==> config.mk <==
export PLATFORM = sky130hd
export DESIGN_NAME = rom_loader_sequencer
export DESIGN_NICKNAME = d
export VERILOG_FILES = /design/src/rtl/rom_loader_pkg.sv /design/src/rtl/rom_loader_sequencer_buffer.sv /design/src/rtl/rom_loader_sequencer.sv
export SDC_FILE = /design/constraint.sdc
export NUM_CORES = 2
export LEC_CHECK = 0
export CORE_AREA = 5 5 556 558
export CTS_CLUSTER_SIZE = 8
export DETAILED_ROUTE_END_ITERATION = 10
export DIE_AREA = 0 0 561 563
export PLACE_DENSITY = 0.45
export SYNTH_ARGS = -nofsm -noshare
export SYNTH_HDL_FRONTEND = slang
export SYNTH_SLANG_ARGS = --single-unit
==> constraint.sdc <==
create_clock -name clk -period 7.2 [get_ports clk]
set_input_delay 1.44 -clock clk [delete_from_list [all_inputs] [get_ports clk]]
set_output_delay 1.44 -clock clk [all_outputs]
set_load 0.1 [all_outputs]
==> src/rtl/rom_loader_pkg.sv <==
// ----------------------------------------------------------------------------
// rom_loader_pkg
//   Shared definitions for the ROM loader / run sequencer that feeds the cpu
//   core: the sequencer state enum and default buffer geometry.
// ----------------------------------------------------------------------------
package rom_loader_pkg;

    // Default program buffer depth (bytes) and captured core memory width.
    localparam int ROM_BYTES_DEF     = 128;
    localparam int MEM_OUT_BYTES_DEF = 24;

    typedef enum logic [2:0] {
        IDLE    = 3'd0,
        LOAD    = 3'd1,
        RUN     = 3'd2,
        CAPTURE = 3'd3,
        DONE    = 3'd4
    } state_e;

endpackage : rom_loader_pkg

==> src/rtl/rom_loader_sequencer_buffer.sv <==
// ----------------------------------------------------------------------------
// rom_byte_buffer
//   Byte-addressed program buffer presented to the core as one flattened bus.
//   Byte i drives rom[8*i +: 8]. A clear strobe zeroes the whole buffer so
//   bytes that a load never reaches read as 0 (NOP to the core).
//
// Ports:
//   clk      in   system clock
//   rst      in   synchronous active-high reset (clears buffer)
//   clr      in   synchronous clear strobe (start of a new load)
//   wr_en    in   write strobe
//   wr_addr  in   byte address
//   wr_data  in   byte to store
//   rom      out  flattened buffer contents
// ----------------------------------------------------------------------------
module rom_byte_buffer #(
    parameter int ROM_BYTES = 128,
    parameter int ADDR_W    = $clog2(ROM_BYTES)
) (
    input  logic                   clk,
    input  logic                   rst,
    input  logic                   clr,
    input  logic                   wr_en,
    input  logic [ADDR_W-1:0]      wr_addr,
    input  logic [7:0]             wr_data,
    output logic [8*ROM_BYTES-1:0] rom
);

    // NOTE: this storage is a flop array, not a RAM macro, because the core
    // must see all-zero contents straight out of reset; resetting it is
    // therefore both legal and required.
    always_ff @(posedge clk) begin
        if (rst || clr) begin
            rom <= '0;
        end else if (wr_en) begin
            rom[8*wr_addr +: 8] <= wr_data;
        end
    end

endmodule : rom_byte_buffer

==> src/rtl/rom_loader_sequencer.sv <==
// ----------------------------------------------------------------------------
// rom_loader_sequencer
//   Front-end of the cpu core. Assembles a byte stream into the core's ROM
//   bus while holding the core in reset, releases the core for RUN_CYCLES
//   clock edges, then snapshots the core's memory output as the result.
//
//   Optional feature (macro ROM_LOADER_CHECKSUM_EN): the byte accepted with
//   in_last is an 8-bit wrapping checksum of the stored bytes instead of
//   program data. A mismatch, or a load cut off at ROM_BYTES without
//   in_last, skips the run and raises csum_err until the next start.
//
// Ports:
//   clk, rst        clock, synchronous active-high reset
//   start           one-cycle pulse; honoured in IDLE or DONE only
//   in_valid/ready  byte-stream handshake (ready high only while loading)
//   in_data/in_last program byte / final-byte marker
//   rom             flattened program buffer to the core
//   cpu_rst         registered reset to the core (low only while running)
//   memory_out_in   core memory output
//   result          captured snapshot; result_valid qualifies it
//   truncated       sticky: load ended at ROM_BYTES without in_last
//   busy            high while loading, running or capturing
//   csum_err        checksum failure (only with ROM_LOADER_CHECKSUM_EN)
// ----------------------------------------------------------------------------
module rom_loader_sequencer
    import rom_loader_pkg::*;
#(
    parameter int ROM_BYTES     = ROM_BYTES_DEF,
    parameter int MEM_OUT_BYTES = MEM_OUT_BYTES_DEF,
    parameter int RUN_CYCLES    = 1024,
    parameter int CNT_W         = 16
) (
    input  logic                       clk,
    input  logic                       rst,
    input  logic                       start,
    input  logic                       in_valid,
    output logic                       in_ready,
    input  logic [7:0]                 in_data,
    input  logic                       in_last,
    output logic [8*ROM_BYTES-1:0]     rom,
    output logic                       cpu_rst,
    input  logic [8*MEM_OUT_BYTES-1:0] memory_out_in,
    output logic [8*MEM_OUT_BYTES-1:0] result,
    output logic                       result_valid,
`ifdef ROM_LOADER_CHECKSUM_EN
    output logic                       csum_err,
`endif
    output logic                       truncated,
    output logic                       busy
);

    localparam int               PTR_W     = $clog2(ROM_BYTES);
    localparam logic [PTR_W-1:0] LAST_SLOT = PTR_W'(ROM_BYTES - 1);
    localparam logic [CNT_W-1:0] RUN_LAST  = CNT_W'(RUN_CYCLES - 1);

    state_e           state;
    logic [PTR_W-1:0] wr_ptr;
    logic [CNT_W-1:0] run_cnt;

    logic handshake;
    logic load_done;
    logic restart;
    logic buf_wr;

    // in_ready is only ever high in LOAD, so a handshake implies LOAD.
    assign handshake = in_valid & in_ready;
    // The ROM_BYTES-th byte ends the load even without in_last, so wr_ptr
    // never has to wrap.
    assign load_done = handshake & (in_last | (wr_ptr == LAST_SLOT));
    assign restart   = start & ((state == IDLE) | (state == DONE));

`ifdef ROM_LOADER_CHECKSUM_EN
    logic [7:0] csum_acc;
    logic       csum_ok;

    // The in_last byte carries the checksum and is never stored; a load that
    // ends without in_last has no checksum and always fails.
    assign buf_wr  = handshake & ~in_last;
    assign csum_ok = in_last & (csum_acc == in_data);
`else
    assign buf_wr  = handshake;
`endif

    rom_byte_buffer #(
        .ROM_BYTES (ROM_BYTES),
        .ADDR_W    (PTR_W)
    ) u_buf (
        .clk     (clk),
        .rst     (rst),
        .clr     (restart),
        .wr_en   (buf_wr),
        .wr_addr (wr_ptr),
        .wr_data (in_data),
        .rom     (rom)
    );

    // NOTE: all state and registered outputs update with non-blocking
    // assignments so every branch below sees the pre-edge values.
    always_ff @(posedge clk) begin
        if (rst) begin
            state        <= IDLE;
            wr_ptr       <= '0;
            run_cnt      <= '0;
            cpu_rst      <= 1'b1;
            result       <= '0;
            result_valid <= 1'b0;
            truncated    <= 1'b0;
            busy         <= 1'b0;
            in_ready     <= 1'b0;
`ifdef ROM_LOADER_CHECKSUM_EN
            csum_acc     <= '0;
            csum_err     <= 1'b0;
`endif
        end else begin
            case (state)
                IDLE, DONE: begin
                    if (start) begin
                        state        <= LOAD;
                        wr_ptr       <= '0;
                        result_valid <= 1'b0;
                        truncated    <= 1'b0;
                        in_ready     <= 1'b1;
                        busy         <= 1'b1;
`ifdef ROM_LOADER_CHECKSUM_EN
                        csum_acc     <= '0;
                        csum_err     <= 1'b0;
`endif
                    end
                end

                LOAD: begin
                    if (handshake) begin
`ifdef ROM_LOADER_CHECKSUM_EN
                        if (buf_wr) begin
                            csum_acc <= csum_acc + in_data;
                        end
`endif
                        if (load_done) begin
                            in_ready  <= 1'b0;
                            truncated <= ~in_last;
`ifdef ROM_LOADER_CHECKSUM_EN
                            if (csum_ok) begin
                                state   <= RUN;
                                run_cnt <= '0;
                                cpu_rst <= 1'b0;
                            end else begin
                                state    <= DONE;
                                csum_err <= 1'b1;
                                busy     <= 1'b0;
                            end
`else
                            state   <= RUN;
                            run_cnt <= '0;
                            cpu_rst <= 1'b0;
`endif
                        end else begin
                            wr_ptr <= wr_ptr + 1'b1;
                        end
                    end
                end

                // cpu_rst is low for run_cnt = 0..RUN_CYCLES-1, so the core
                // retires exactly RUN_CYCLES edges.
                RUN: begin
                    if (run_cnt == RUN_LAST) begin
                        state   <= CAPTURE;
                        cpu_rst <= 1'b1;
                    end else begin
                        run_cnt <= run_cnt + 1'b1;
                    end
                end

                // The core clears on this same edge because cpu_rst is high,
                // so memory_out_in still holds the post-run value here.
                CAPTURE: begin
                    result       <= memory_out_in;
                    result_valid <= 1'b1;
                    busy         <= 1'b0;
                    state        <= DONE;
                end

                default: begin
                    state <= IDLE;
                end
            endcase
        end
    end

endmodule : rom_loader_sequencer

# After elaboration in Yosys (flattened, before gate mapping)
# Index checks and enable logic that the tools add are counted.
classes:
  shift: 2
  n_eq_ne: 12
  addsub: 3
  reduce_logical: 12
  bitwise: 6
  n_mux: 26
ops:
  columns: ["cell", "count"]
  rows:
  - ["$bwmux W1024", 1]
  - ["$shift A8 B34 Y1024 const A", 1]
  - ["$shiftx A8 B34 Y1024", 1]
  - ["$mux W16", 3]
  - ["$neg A10 Y34", 1]
  - ["$pmux W16 S2", 1]
  - ["$mux W7", 3]
  - ["$reduce_and A4 Y1", 5]
  - ["$add A16 B1 Y16 const B", 1]
  - ["$eq A16 B10 Y1 const B", 1]
  - ["$pmux W7 S2", 1]
  - ["$mux W3", 4]
  - ["$ne A2 B2 Y1 const B", 6]
  - ["$pmux W3 S4", 1]
  - ["$pmux W1 S2", 5]
  - ["$add A7 B1 Y7 const B", 1]
  - ["$eq A7 B7 Y1 const B", 1]
  - ["$mux W1", 7]
  - ["$eq A3 B2 Y1 const B", 2]
  - ["$reduce_bool A2 Y1", 3]
  - ["$and A1 B1 Y1", 3]
  - ["$eq A3 B1 Y1 const B", 1]
  - ["$eq A3 B3 Y1 const B", 1]
  - ["$logic_not A3 Y1", 1]
  - ["5 further kinds", 6]
word_totals:
  register_bits: 1247

# Longest topological paths before layout
depth:
  word_depth: 6
  ltp_mapped: 15
  ltp_nobuf: 10

# Cells and area by module
# Synthesis repeated with hierarchy kept, for this count alone.
unflattened:
  cells_unflattened: 5169
  area_unflattened_um2: 48622.9
modules_own_cells:
  columns: ["mod", "seq_area_each_um2", "cells_each", "area_per_inst_um2", "n_inst"]
  rows:
  - ["rom_byte_buffer", 20499.7, 4164, 40616.5, 1]
  - ["rom_loader_sequencer", 4464.3, 1005, 8006.4, 1]

# Worst setup path after synthesis
# No wires, ideal clock.
synth_path:
  kind: "flip-flop to flip-flop"
  startpoint: "reg wr_ptr[0]"
  endpoint: "reg u_buf.rom[656]"
  period_less_slack_ns: 3.819
  path_buffers: 5
  required_time_ns: 7.070
  stages_incl_launch_ff: 15
  slack_ns: 3.381
  setup_time_ns: 0.130
  t_arrival_ns: 3.688
  path_cell_list: "dfxtp_1 buf_2 clkbuf_1 inv_1 ha_1 clkbuf_1 or3b_2 nor2_1 ha_1 a2111oi_1 nor2_1 clkbuf_1 clkbuf_1 o211ai_1 o31ai_1"
synth_via:
  elab_chain_cells: 3
synth_lines:
  columns: ["item", "line_no", "source"]
  rows:
  - ["from (decl)", "rom_loader_sequencer.sv:57", "logic [PTR_W-1:0] wr_ptr;"]
  - ["from (signal assigned)", "rom_loader_sequencer.sv:157", "wr_ptr <= wr_ptr + 1'b1;"]
  - ["$neg A10 Y34 *", "rom_loader_sequencer_buffer.sv:36", "rom[8*wr_addr +: 8] <= wr_data;"]
  - ["$shiftx A8 B34 Y1024 or $shift A8 B34 Y1024 (tied branches)", "rom_loader_sequencer_buffer.sv:36", null]
  - ["$bwmux W1024 *", "rom_loader_sequencer_buffer.sv:36", null]
  - ["to (signal, indexed assignment)", "rom_loader_sequencer_buffer.sv:36", null]
  - ["to (decl)", "rom_loader_sequencer_buffer.sv:26", "output logic [8*ROM_BYTES-1:0] rom"]
# Every way passes the cells marked *; elsewhere a longest branch is shown, timed or not.
# A chain may end at the register's enable or synchronous reset.

# Worst setup path after layout
layout_path:
  startpoint: "reg wr_ptr[0]"
  endpoint: "reg u_buf.rom[151]"
# Same word-level chain as after synthesis.

==> summary.txt <==
Synthesis
  – Flops & latches, synth: 1247
  – Top-count cell post-synth: dfxtp_1
  – Asr flop ratio synth: 0%
  – Synth top area share: between 50% and 60%
  – Netlist Area Pre-Place: approximately 47000 um2
  – Netlist cell types: 64
  – Post-synth top area cell: dfxtp_1
  – Syn Nets: 5297
  – Post-Synthesis Cells: ~5100
  – Ranking of synthesized cells by area: dfxtp_1, o211ai_1, o21ai_0
  – Seq/Total Area, Yosys: 53.2%
  – EDFF count, synth: 0
  – Post-synth top flop: dfxtp_1
  – Syn avg cell area: 9.22 um2
  – Yosys warning total: 0
  – Synth top cells by count: dfxtp_1, o211ai_1, nand2_1, o21ai_0, clkbuf_1

Critical path
  – Critical Path Start: wr_ptr[0]$_SDFFE_PP0P_
  – Worst R2R Setup Slack: between 2 and 2.5 ns
  – Slowest-stage cell, CP: or2_2
  – Worst-path maximum fanout: 19
  – FF-to-FF Start: wr_ptr[0]$_SDFFE_PP0P_
  – Worst path cell trace: inv_1 -> ha_1 -> or3b_2 -> nor2_1 -> ha_1 -> nand3_1 -> a211oi_2 -> or2_2 -> buf_4 -> nand3_1 -> o31ai_1
  – Setup CP Type: reg -> reg
  – R2R Path End: u_buf.rom[151]$_SDFFE_PP0P_
  – Setup crit end kind: flop
  – CP Data Arrival Time: 5.78 ns
  – Startpoint Class: flop
  – Cells on worst reg2reg path: 11
  – Critical Path RT: about 7.9 ns
  – Crit-path max cell delay: 0.80 ns

Timing
  – Setup_tns: 0 ns
  – Max-slew headroom: between 10 and 15%
  – Tightest hold margin: 0.453 ns
  – Hold Fails Final Rpt: 0
  – RSZ-0062 raised after global routing: false
  – PnR worst setup slack: 2.13 ns
  – Worst slew pin tran: 1.34 ns
  – Setup Skew: 0.0610 ns
  – Setup Viol. Count Final: 0
  – Max Slew Vio Count: 0
  – Final min period: 5.07 ns
  – Fmax: 197 MHz
  – Tcrit/Tclk final: 70.4%

Routing
  – DR iter-0 viols: 4191
  – Vias per std cell: 4.68
  – Number of routed nets with antenna violations: 0
  – Initial DRT Pass Iterations: 5
  – Avg WL per Cell: 31.7 um
  – Wire length after detailed routing: 327000 um
  – Via count: slightly below 50000
  – DRC: 0

Placed design
  – Detail Placement HPWL: 245000 um
  – GPL Wtd Cong: 0.916
  – I/O Buffers: 1425
  – DP Worst Slack: about 2.0 ns
  – Cell Count Post-Placement: 10100

Pwr
  – Register share of total power: 42.4%
  – Power Total: around 16 mW
  – Internal power: about 12 mW
  – Pwr dens: around 230 nW/um2
  – Leakage: 22.3 nW
  – Combinational Power Share: 9.0%
  – Clk pwr share: 48.7%
  – Switching pwr: 4.59 mW
  – Peak supply drop: 160 uV
  – Sw frac: around 28%

Global route
  – First-pass GRT wire length: 433000 um
  – Vias in the first global route: 46900
  – Initial antenna violation count: between 40 and 50
  – Pin count of the biggest net entering global routing: 200
  – GRT Util Overall: about a fifth
  – Overflow after GRT: 0

Run status
  – Status: complete, no violations

Finish
  – Area Growth Syn to Fin: 49.5%
  – Fin nets: 6480
  – Layout Cells excl Fill: 10300
  – Fraction of layout cells with a size suffix above 1: 9.10%

Clock network
  – Clock buffer depth: 4
  – Latest clock arrival within the worst-skew pair: 0.85 ns
  – Post-CTS Resized: 0
  – Root Buffer Master: clkbuf_16
  – H-tree depth: 4
  – TritonCTS clock tree: done
  – Number of setup buffers added after CTS: 0
  – # hold bufs at CTS: 0
  – CTS Sinks: around 1200
  – CTS buffer count: 183
  – Reg clk slew, reported paths: 0.05 ns

Die
  – Row count: 203
  – Die X: 561 um
  – Io pins: 1426
  – Die height: 563 um
  – Die area: between 300000 and 400000 um2
  – Starting Density: 15.4%
  – Core Footprint: 304000 um2

Hold path
  – Hold depth: 2
  – Min-delay worst type: reg -> reg
  – Start point of the worst min-delay path: result[163]$_SDFFE_PP0P_
  – WHS Endpoint: result[163]$_SDFFE_PP0P_

Job
  – Max_cap viols: 0
-- flip-flops by register name (all words and copies together) (netlist names) --
name and flops:
truncated 1, in_ready 1, result_valid 1, cpu_rst 1, u_buf.rom 1024, result 192
busy 1, wr_ptr 7, state 3, run_cnt 16
-- metal layers --
layer  up-vias  global-route usage (%)  wire length [um]
li1      21200                       -                 -
met4        48                    7.08             12900
met5         -                       0               291
met1     24200                    22.1            125000
met2      2338                    35.0            163000
met3       465                    5.71             26000
-- stage by stage --
| stage | utilization (%) | cell area (um2) |
|---|---|---|
| global placement | 21.4 | 65000 |
| detailed placement | 21.4 | 65000 |
| global route | 23.1 | 70100 |
| finish | 23.1 | 70100 |
| floorplan | - | 46900 |
| CTS | 23.0 | 70100 |
-- final cells by class --
type | instances | area, um2
clock inverter | 17 | 267
multi-input combinational | 3299 | 20300
fill | 32900 | 234000
antenna | 18 | 45.0
timing repair buffer | 1529 | 14800
tap | 3997 | 5000
clock buffer | 202 | 4750
inverter | 11 | 41.3
sequential | 1247 | 25000
-- power by group through the flow --
stage	Clock (mW)	Sequential [mW]	Combinational, mW
2_1_floorplan	0	7.25	0.579
3_3_place_gp	0	7.10	1.50
3_5_place_dp	0	7.10	1.50
4_1_cts	8.24	6.96	1.51
5_1_grt	8.49	6.96	1.55
6_report	7.99	6.96	1.47
-- worst max path at each step --
stage,end,slack (ns),cells after the start
global placement,u_buf.rom[528]$_SDFFE_PP0P_,2.11,7
floorplan,u_buf.rom[656]$_SDFFE_PP0P_,3.38,14
detailed placement,u_buf.rom[535]$_SDFFE_PP0P_,2.03,7
finish,u_buf.rom[151]$_SDFFE_PP0P_,2.13,11
global route,u_buf.rom[151]$_SDFFE_PP0P_,1.84,11
CTS,u_buf.rom[19]$_SDFFE_PP0P_,2.12,10
-- worst max-delay path: cells and delay by family (launching register included) --
family	cells	cell delay (ns)
flops	1	0.49
fa+ha+maj	2	0.75
buf+inv	2	0.52
simple gates	5	2.14
compound gates	2	0.95
-- cells by family (layout without fill, tap and decap cells) --
| logic type | count (synthesis) | after routing | synth area share [%] |
|---|---|---|---|
| muxes | 141 | 141 | 3.01 |
| adders and majority gates | 4 | 4 | 0.107 |
| DFF | 1247 | 1247 | 53.2 |
| buffers and inverters | 542 | 1759 | 4.49 |
| xor gates and xnor gates | 19 | 19 | 0.355 |
| AOI/OAI and AO/OA | 1955 | 1955 | 27.0 |
| other | 0 | 18 | 0 |
| and+or+nand+nor | 1180 | 1180 | 11.8 |
-- placed cells by master, fill, tap and decap left out, types with 5 or more instances in the layout --
cell	count
o211ai_1	801
or3b_2	5
and3_1	7
clkinv_2	5
buf_12	7
clkbuf_16	183
nand3_2	42
or3_1	19
xor2_1	14
o2111ai_1	10
clkbuf_1	9
and2_1	9
nand4_1	70
diode_2	18
o21ai_0	545
and2_2	5
clkbuf_8	11
or4_1	5
dfxtp_1	1247
nand3_4	5
a21oi_1	207
nor3_1	6
nand2_1	638
clkdlybuf4s50_1	1291
inv_1	10
o31ai_1	225
nand3_1	262
o21ai_1	90
mux2i_1	141
or2_2	6
nor2_4	19
nor2_1	34
nand2_2	8
o41ai_1	45
buf_4	227
No activity file was read; power rests on OpenSTA's default activity.
